$ cat src/rtl/blastn_pkg.sv
// Shared BLASTN definitions: nucleotide codes, datapath widths, default scoring and the extender FSM states.
`default_nettype none

package blastn_pkg;

    localparam int LENGTH_CHAR    = 3;
    localparam int LENGTH_COUNTER = 8;
    localparam int SCORE_W        = 10;

    localparam int MATCH_DEF    = 1;
    localparam int MISMATCH_DEF = 3;
    localparam int X_DROP_DEF   = 10;

    localparam logic [LENGTH_CHAR-1:0] NT_BOUNDARY = 3'b000;
    localparam logic [LENGTH_CHAR-1:0] NT_A        = 3'b001;
    localparam logic [LENGTH_CHAR-1:0] NT_G        = 3'b010;
    localparam logic [LENGTH_CHAR-1:0] NT_T        = 3'b011;
    localparam logic [LENGTH_CHAR-1:0] NT_C        = 3'b100;

    typedef enum logic [2:0] {
        IDLE   = 3'd0,
        POP    = 3'd1,
        LOAD   = 3'd2,
        EXTEND = 3'd3,
        REPORT = 3'd4
    } ext_state_t;

    // Clamp an internal sum to the external counter width.
    function automatic logic [LENGTH_COUNTER-1:0] sat_count(input logic [SCORE_W-1:0] v);
        return (v > SCORE_W'(2**LENGTH_COUNTER - 1)) ? '1 : v[LENGTH_COUNTER-1:0];
    endfunction

endpackage

`default_nettype wire

$ cat src/rtl/ungap_dir_scorer.sv
// One extension direction: scores each returned pair, tracks best score/length and decides when to stop.
`default_nettype none

module ungap_dir_scorer
    import blastn_pkg::*;
#(
    parameter int LENGTH_CHAR    = blastn_pkg::LENGTH_CHAR,
    parameter int LENGTH_COUNTER = blastn_pkg::LENGTH_COUNTER,
    parameter int MATCH          = blastn_pkg::MATCH_DEF,
    parameter int MISMATCH       = blastn_pkg::MISMATCH_DEF,
    parameter int X_DROP         = blastn_pkg::X_DROP_DEF,
    parameter int MAX_EXT        = 32,
    parameter bit FORWARD        = 1'b1
) (
    input  logic                             clk,
    input  logic                             reset,
    input  logic                             start,
    input  logic                             start_ok,
    input  logic [LENGTH_COUNTER-1:0]        start_q,
    input  logic [LENGTH_COUNTER-1:0]        start_s,
    input  logic                             score_en,
    input  logic [LENGTH_CHAR-1:0]           q_char,
    input  logic [LENGTH_CHAR-1:0]           s_char,
    output logic                             active,
    output logic signed [SCORE_W-1:0]        best,
    output logic [LENGTH_COUNTER-1:0]        best_len
);

    localparam logic signed [SCORE_W-1:0]  INC   = SCORE_W'(MATCH);
    localparam logic signed [SCORE_W-1:0]  DEC   = SCORE_W'(MISMATCH);
    localparam logic signed [SCORE_W-1:0]  DROP  = SCORE_W'(X_DROP);
    localparam logic [LENGTH_COUNTER-1:0]  LIMIT = LENGTH_COUNTER'(MAX_EXT);
    localparam logic [LENGTH_COUNTER-1:0]  EDGE  = FORWARD ? '1 : '0;

    logic signed [SCORE_W-1:0]   run_score;
    logic [LENGTH_COUNTER-1:0]   count;
    logic [LENGTH_COUNTER-1:0]   base_q;
    logic [LENGTH_COUNTER-1:0]   base_s;

    logic                        hit_boundary;
    logic signed [SCORE_W-1:0]   next_run;
    logic signed [SCORE_W-1:0]   next_best;
    logic [LENGTH_COUNTER-1:0]   next_count;
    logic [LENGTH_COUNTER-1:0]   q_addr;
    logic [LENGTH_COUNTER-1:0]   s_addr;
    logic                        at_edge;
    logic                        stop;

    // The pair being scored sits 'count' characters away from the direction's start address.
    always_comb begin
        hit_boundary = (q_char == NT_BOUNDARY) || (s_char == NT_BOUNDARY);
        next_run     = (q_char == s_char) ? run_score + INC : run_score - DEC;
        next_best    = (next_run > best) ? next_run : best;
        next_count   = count + 1'b1;
        q_addr       = FORWARD ? base_q + count : base_q - count;
        s_addr       = FORWARD ? base_s + count : base_s - count;
        at_edge      = (q_addr == EDGE) || (s_addr == EDGE);
        stop         = (next_run < next_best - DROP) || (next_count == LIMIT) || at_edge;
    end

    always_ff @(posedge clk) begin
        if (!reset) begin
            active    <= 1'b0;
            run_score <= '0;
            best      <= '0;
            best_len  <= '0;
            count     <= '0;
            base_q    <= '0;
            base_s    <= '0;
        end else if (start) begin
            active    <= start_ok;
            run_score <= '0;
            best      <= '0;
            best_len  <= '0;
            count     <= '0;
            base_q    <= start_q;
            base_s    <= start_s;
        end else if (score_en && active) begin
            if (hit_boundary) begin
                active <= 1'b0;
            end else begin
                run_score <= next_run;
                count     <= next_count;
                if (next_run > best) begin
                    best     <= next_run;
                    best_len <= next_count;
                end
                if (stop) begin
                    active <= 1'b0;
                end
            end
        end
    end

endmodule

`default_nettype wire

$ cat src/rtl/hit_ungap_extender.sv
// Ungapped X-drop extension of seed hits in both directions; UNGAP_THRESHOLD_EN drops HSPs scoring below SCORE_THRESH.
`default_nettype none

module hit_ungap_extender
    import blastn_pkg::*;
#(
    parameter int LENGTH_CHAR    = blastn_pkg::LENGTH_CHAR,
    parameter int LENGTH_COUNTER = blastn_pkg::LENGTH_COUNTER,
    parameter int MATCH          = blastn_pkg::MATCH_DEF,
    parameter int MISMATCH       = blastn_pkg::MISMATCH_DEF,
    parameter int X_DROP         = blastn_pkg::X_DROP_DEF,
    parameter int MAX_EXT        = 32,
    parameter int SCORE_THRESH   = 20
) (
    input  logic                        array_clk,
    input  logic                        reset,
    input  logic                        hit_empty,
    output logic                        read_HSP,
    input  logic [LENGTH_COUNTER-1:0]   hit_add_inQ,
    input  logic [LENGTH_COUNTER-1:0]   hit_add_inS,
    input  logic [LENGTH_COUNTER-1:0]   hit_length,
    output logic [LENGTH_COUNTER-1:0]   Q_address_F,
    output logic [LENGTH_COUNTER-1:0]   S_address_F,
    input  logic [LENGTH_CHAR-1:0]      Q_context_F,
    input  logic [LENGTH_CHAR-1:0]      S_context_F,
    output logic [LENGTH_COUNTER-1:0]   Q_address_R,
    output logic [LENGTH_COUNTER-1:0]   S_address_R,
    input  logic [LENGTH_CHAR-1:0]      Q_context_R,
    input  logic [LENGTH_CHAR-1:0]      S_context_R,
    output logic                        hsp_valid,
    input  logic                        hsp_ready,
    output logic [LENGTH_COUNTER-1:0]   hsp_add_inQ,
    output logic [LENGTH_COUNTER-1:0]   hsp_add_inS,
    output logic [LENGTH_COUNTER-1:0]   hsp_length,
    output logic [LENGTH_COUNTER-1:0]   hsp_score
);

`ifdef UNGAP_THRESHOLD_EN
    localparam bit THRESH_EN = 1'b1;
`else
    localparam bit THRESH_EN = 1'b0;
`endif

    ext_state_t                  state;
    ext_state_t                  state_next;

    logic [LENGTH_COUNTER-1:0]   seed_q;
    logic [LENGTH_COUNTER-1:0]   seed_s;
    logic [LENGTH_COUNTER-1:0]   seed_len;
    logic                        primed;

    logic [LENGTH_COUNTER:0]     fwd_q_wide;
    logic [LENGTH_COUNTER:0]     fwd_s_wide;
    logic                        fwd_ok;
    logic                        rev_ok;

    logic                        fwd_active;
    logic                        rev_active;
    logic signed [SCORE_W-1:0]   best_f;
    logic signed [SCORE_W-1:0]   best_r;
    logic [LENGTH_COUNTER-1:0]   len_f;
    logic [LENGTH_COUNTER-1:0]   len_r;

    logic                        load;
    logic                        score_en;
    logic                        finish;
    logic [SCORE_W-1:0]          seed_score;
    logic [SCORE_W-1:0]          score_sum;
    logic [SCORE_W-1:0]          len_sum;
    logic [LENGTH_COUNTER-1:0]   score_sat;
    logic                        keep;

    // A direction whose first address would already wrap never starts.
    always_comb begin
        fwd_q_wide = {1'b0, hit_add_inQ} + {1'b0, hit_length} + 1'b1;
        fwd_s_wide = {1'b0, hit_add_inS} + {1'b0, hit_length} + 1'b1;
        fwd_ok     = !fwd_q_wide[LENGTH_COUNTER] && !fwd_s_wide[LENGTH_COUNTER];
        rev_ok     = (hit_add_inQ != '0) && (hit_add_inS != '0);
        load       = (state == LOAD);
        score_en   = (state == EXTEND) && primed;
        finish     = (state == EXTEND) && !fwd_active && !rev_active;
        seed_score = SCORE_W'((int'(seed_len) + 1) * MATCH);
        score_sum  = seed_score + $unsigned(best_f) + $unsigned(best_r);
        len_sum    = SCORE_W'(seed_len) + SCORE_W'(len_f) + SCORE_W'(len_r);
        score_sat  = sat_count(score_sum);
        keep       = !THRESH_EN || (score_sat >= LENGTH_COUNTER'(SCORE_THRESH));
    end

    always_ff @(posedge array_clk) begin
        if (!reset) begin
            state <= IDLE;
        end else begin
            state <= state_next;
        end
    end

    always_comb begin
        state_next = state;
        read_HSP   = 1'b0;
        hsp_valid  = 1'b0;
        case (state)
            IDLE: begin
                if (!hit_empty) begin
                    state_next = POP;
                end
            end
            POP: begin
                if (!hit_empty) begin
                    read_HSP   = 1'b1;
                    state_next = LOAD;
                end else begin
                    state_next = IDLE;
                end
            end
            LOAD: begin
                state_next = EXTEND;
            end
            EXTEND: begin
                if (finish) begin
                    state_next = keep ? REPORT : IDLE;
                end
            end
            REPORT: begin
                hsp_valid = 1'b1;
                if (hsp_ready) begin
                    state_next = IDLE;
                end
            end
            default: begin
                state_next = IDLE;
            end
        endcase
    end

    // Addresses are issued one cycle ahead of their context; 'primed' masks the fill cycle.
    always_ff @(posedge array_clk) begin
        if (!reset) begin
            seed_q      <= '0;
            seed_s      <= '0;
            seed_len    <= '0;
            primed      <= 1'b0;
            Q_address_F <= '0;
            S_address_F <= '0;
            Q_address_R <= '0;
            S_address_R <= '0;
            hsp_add_inQ <= '0;
            hsp_add_inS <= '0;
            hsp_length  <= '0;
            hsp_score   <= '0;
        end else begin
            if (load) begin
                seed_q   <= hit_add_inQ;
                seed_s   <= hit_add_inS;
                seed_len <= hit_length;
                primed   <= 1'b0;
                if (fwd_ok) begin
                    Q_address_F <= fwd_q_wide[LENGTH_COUNTER-1:0];
                    S_address_F <= fwd_s_wide[LENGTH_COUNTER-1:0];
                end
                if (rev_ok) begin
                    Q_address_R <= hit_add_inQ - 1'b1;
                    S_address_R <= hit_add_inS - 1'b1;
                end
            end
            if (state == EXTEND) begin
                primed <= 1'b1;
                if (fwd_active && (Q_address_F != '1) && (S_address_F != '1)) begin
                    Q_address_F <= Q_address_F + 1'b1;
                    S_address_F <= S_address_F + 1'b1;
                end
                if (rev_active && (Q_address_R != '0) && (S_address_R != '0)) begin
                    Q_address_R <= Q_address_R - 1'b1;
                    S_address_R <= S_address_R - 1'b1;
                end
            end
            if (finish) begin
                hsp_add_inQ <= seed_q - len_r;
                hsp_add_inS <= seed_s - len_r;
                hsp_length  <= sat_count(len_sum);
                hsp_score   <= score_sat;
            end
        end
    end

    ungap_dir_scorer #(
        .LENGTH_CHAR    (LENGTH_CHAR),
        .LENGTH_COUNTER (LENGTH_COUNTER),
        .MATCH          (MATCH),
        .MISMATCH       (MISMATCH),
        .X_DROP         (X_DROP),
        .MAX_EXT        (MAX_EXT),
        .FORWARD        (1'b1)
    ) u_fwd (
        .clk      (array_clk),
        .reset    (reset),
        .start    (load),
        .start_ok (fwd_ok),
        .start_q  (fwd_q_wide[LENGTH_COUNTER-1:0]),
        .start_s  (fwd_s_wide[LENGTH_COUNTER-1:0]),
        .score_en (score_en),
        .q_char   (Q_context_F),
        .s_char   (S_context_F),
        .active   (fwd_active),
        .best     (best_f),
        .best_len (len_f)
    );

    ungap_dir_scorer #(
        .LENGTH_CHAR    (LENGTH_CHAR),
        .LENGTH_COUNTER (LENGTH_COUNTER),
        .MATCH          (MATCH),
        .MISMATCH       (MISMATCH),
        .X_DROP         (X_DROP),
        .MAX_EXT        (MAX_EXT),
        .FORWARD        (1'b0)
    ) u_rev (
        .clk      (array_clk),
        .reset    (reset),
        .start    (load),
        .start_ok (rev_ok),
        .start_q  (hit_add_inQ - 1'b1),
        .start_s  (hit_add_inS - 1'b1),
        .score_en (score_en),
        .q_char   (Q_context_R),
        .s_char   (S_context_R),
        .active   (rev_active),
        .best     (best_r),
        .best_len (len_r)
    );

endmodule

`default_nettype wire

$ cat config.mk
export PLATFORM = sky130hd
export DESIGN_NAME = hit_ungap_extender
export DESIGN_NICKNAME = d
export VERILOG_FILES = /design/src/rtl/blastn_pkg.sv /design/src/rtl/ungap_dir_scorer.sv /design/src/rtl/hit_ungap_extender.sv
export SDC_FILE = /design/constraint.sdc
export NUM_CORES = 1
export LEC_CHECK = 0
export ABC_AREA = 1
export CORE_MARGIN = 2
export CORE_UTILIZATION = 55
export CTS_BUF_LIST = sky130_fd_sc_hd__clkbuf_8
export DETAILED_ROUTE_END_ITERATION = 8
export GPL_TIMING_DRIVEN = 1
export PLACE_DENSITY = 0.83
export SYNTH_ARGS = -nofsm -noshare
export SYNTH_HDL_FRONTEND = slang
export SYNTH_SLANG_ARGS = --single-unit
$ cat constraint.sdc
create_clock -name array_clk -period 12.85 [get_ports array_clk]
set_input_delay 2.57 -clock array_clk [delete_from_list [all_inputs] [get_ports array_clk]]
set_output_delay 2.57 -clock array_clk [all_outputs]
set_load 0.01 [all_outputs]
==> summary.md <==
| Metric | Value |
|---|---|
| Status | `complete, no violations` |
| Insertion delay to the later sink of the worst-skew pair | `500 ps` |
| Remaining Overflow, GRT | `0` |
| Share of cells above drive strength 1 | `4.16%` |
| Setup ws final | `4740 ps` |
| CTS tree | `done` |
| Die area | `26,100 um2` |
| First-pass GRT wire length | `58,400 um` |
| Switching power of the nets | `0.000535 W` |
| Slowest-stage cell, CP | `clkdlybuf4s50_1` |
| Seq cells post-synth | `198` |
| Most frequent cells in the layout | `314 x nand2_1, 266 x inv_1, 198 x dfxtp_1` |
| Register Area | `3960 um2` |
| Worst setup EP type | `register` |
| Post-CTS Hold Buffers | `0` |
| Syn_nets | `2,070` |
| I/O Pins | `106` |
| Final wirelength | `36,100 um` |
| Fin nets | `2,145` |
| Final Hold Viols | `0` |
| Synth-to-Final Area Change | `12.2%` |
| Clk network pwr share | `28.6%` |
| Fin crit share | `63.1%` |
| Final Wtd Congestion | `0.968` |
| Yosys Warn Count | `0` |
| Clock-pin slew on the worst setup and hold paths | `120 ps` |
| Most common cell after layout, fill and taps aside | `nand2_1` |
| Async S/R FF share, synth | `0%` |
| Mapped cell area | `13,600 um2` |
| Hold WC Path Type | `register to register` |
| Setup Crit Path Kind | `primary input to register` |
| EDFF count, synth | `0` |
| Number of DRC markers in iteration 0 | `962` |
| Combinational share of power | `27.3%` |
| Max clock buf depth | `2` |
| Worst rel slew slack | `17.7%` |
| Core Area | `24,300 um2` |
| Largest net degree at the start of global routing | `61` |
| HPWL after DPL | `27,700 um` |
| Die Span Y | `161 um` |
| Setup Fix Bufs, Post-CTS | `0` |
| Seq/Total Area, Yosys | `29.1%` |
| Maximum capacitance violations | `0` |
| Worst hold path cell count | `2` |
| Fmax | `0.123 GHz` |
| Hold EP | `seed_q[2]$_SDFFE_PN0P_` |
| DRT Pass-1 Iters | `7` |
| Number of port buffers | `105` |
| HP Start | `seed_q[2]$_SDFFE_PN0P_` |
| CP peak stage delay | `500 ps` |
| CP arrival | `8520 ps` |
| Fin Setup TNS | `0 ps` |
| Via/cell ratio | `5.56` |
| DRC Markers | `0` |
| Vias in the first global route | `11,900` |
| N_diodes | `0` |
| Setup WS pre-CTS | `4270 ps` |
| Worst-margin pin slew | `1230 ps` |
| Area contributors post-synth | `dfxtp_1 29%, ha_1 13%, nand2_1 8.6%` |
| Critical path required time | `13,260 ps` |
| Reg2reg end | `u_rev.active$_SDFFE_PN0P_` |
| RSZ-0062 raised after global routing | `no` |
| Fin crit period | `8110 ps` |
| FP Rows | `57` |
| Worst reg2reg startpoint | `u_rev.run_score[2]$_SDFFE_PP0P_` |
| Post-DRT Antenna Nets | `0` |
| Pwr per Cell Area | `96.8 nW/um2` |
| Cts repair resizes | `0` |
| Yosys top cell area share | `29.1%` |
| Worst reg-to-reg setup slack | `7620 ps` |
| Area taken by multi-input logic gates | `8400 um2` |
| Initial antenna violation count | `1` |
| Wire per inst | `15.9 um` |
| Net Sw Frac | `36.1%` |
| FF-to-FF path depth | `36` |
| Mapped Cells | `1,861` |
| TritonCTS Sinks | `198` |
| Post-synth top area cell | `dfxtp_1` |
| Post-synth cell types | `50` |
| Worst Setup Start Kind | `primary input` |
| Lkg Pwr | `7.43 nW` |
| Internal power | `0.000946 W` |
| Tot GR Track Use | `27.7%` |
| Ys flop type | `dfxtp_1` |
| Filler cell count | `2,139` |
| Initial Util | `56.1%` |
| Max Slew Vio Count | `0` |
| Syn avg cell area | `7.32 um2` |
| Final Setup Violations | `0` |
| Worst-path fanout max | `20` |
| Via count of the routed design | `12,600` |
| Worst VDD drop | `0.0639 mV` |
| Die X | `161 um` |
| Clk_skew | `28.2 ps` |
| Num CTS Buffers | `17` |
| Root Buffer | `clkbuf_8` |
| H-tree Lvls | `4` |
| Register share of total power | `44.1%` |
| Cell mode on critical path | `nand2_1` |
worst max-delay path: cells and delay by family:
kind,cells,cell delay (ps)
AO/OA/AOI/OAI,6,950
buffers and inverters,4,630
adder cells (fa/ha/maj),4,1360
AND/OR/NAND/NOR,23,2470
XOR/XNOR,2,510
flip-flops by register name, summed over array words and instances (netlist names), 10 cells and up:
signal           count
u_rev.run_score     10
u_fwd.run_score     10
u_fwd.best          10
u_rev.best          10
cells in the mapped netlist (all sizes together), types with 3 or more instances:
library cell / n
nand2: 322
o21ai: 201
a21o: 7
a21oi: 151
nor2: 158
o21bai: 9
o211ai: 16
o21a: 7
inv: 272
dfxtp: 198
a211oi: 8
xnor2: 44
clkbuf: 35
fa: 23
o22ai: 8
nor4: 4
nor3: 22
nand4: 27
ha: 146
xor2: 89
nand3b: 3
buf: 18
or2: 5
a31oi: 7
nand3: 67
power by group through the flow:
| stage | clock, W | sequential (W) | combinational, W |
|---|---|---|---|
| 6_report | 0.000424 | 0.000653 | 0.000404 |
| 5_1_grt | 0.000452 | 0.000655 | 0.000452 |
| 4_1_cts | 0.000427 | 0.000652 | 0.000400 |
| 3_5_place_dp | 0 | 0.000666 | 0.000394 |
| 3_3_place_gp | 0 | 0.000666 | 0.000383 |
| 2_1_floorplan | 0 | 0.000666 | 0.000283 |
worst max path at each step:
| stage | start | to | slack [ps] | cells past startpoint |
|---|---|---|---|---|
| after floorplan | S_context_R[0] | u_rev.active$_SDFFE_PN0P_ | 5720 | 39 |
| after global placement | S_context_R[1] | u_rev.active$_SDFFE_PN0P_ | 4550 | 38 |
| after detailed placement | S_context_R[1] | u_rev.active$_SDFFE_PN0P_ | 4270 | 38 |
| after CTS | S_context_R[1] | u_rev.active$_SDFFE_PN0P_ | 4780 | 39 |
| after global routing | S_context_R[1] | u_rev.active$_SDFFE_PN0P_ | 4260 | 39 |
| final | S_context_R[1] | u_rev.active$_SDFFE_PN0P_ | 4740 | 39 |
metal layers:
layer	up-vias	track usage, %	routed length, um
met2	392	45.6	16700
li1	6271	-	-
met5	-	0	12
met3	70	4.26	2370
met4	2	9.29	942
met1	5901	37.1	16000
final cells by class:
cell class	instances	share of cell area, %
inverter	273	6.70
multi-input combinational	1337	54.9
sequential	198	25.9
clock buffer	17	1.53
clock inverter	15	1.23
tap	324	2.65
timing repair buffer	109	7.04
metrics by stage:
stage / utilization, % / area, um2 / instances / hold WS, ps / power [W]
3_3_place_gp: 61.2 / 14900 / 2241 / 442 / 0.00105
4_1_cts: 62.9 / 15300 / 2273 / 466 / 0.00148
6_report: 62.9 / 15300 / 2273 / 464 / 0.00148
2_1_floorplan: - / 13600 / 1861 / 425 / 0.000949
3_5_place_dp: 61.2 / 14900 / 2241 / 445 / 0.00106
5_1_grt: 62.9 / 15300 / 2273 / 492 / 0.00156
cells by family (layout without fill, tap and decap cells):
family / Yosys count / count (layout) / synth area share (%)
adder cells (fa/ha/maj): 169 / 169 / 16.8
AO/OA/AOI/OAI: 423 / 423 / 17.1
AND/OR/NAND/NOR: 612 / 612 / 19.2
flip-flops: 198 / 198 / 29.1
buffers and inverters: 326 / 414 / 9.38
XOR/XNOR: 133 / 133 / 8.55
No activity file was read; power rests on OpenSTA's default activity.
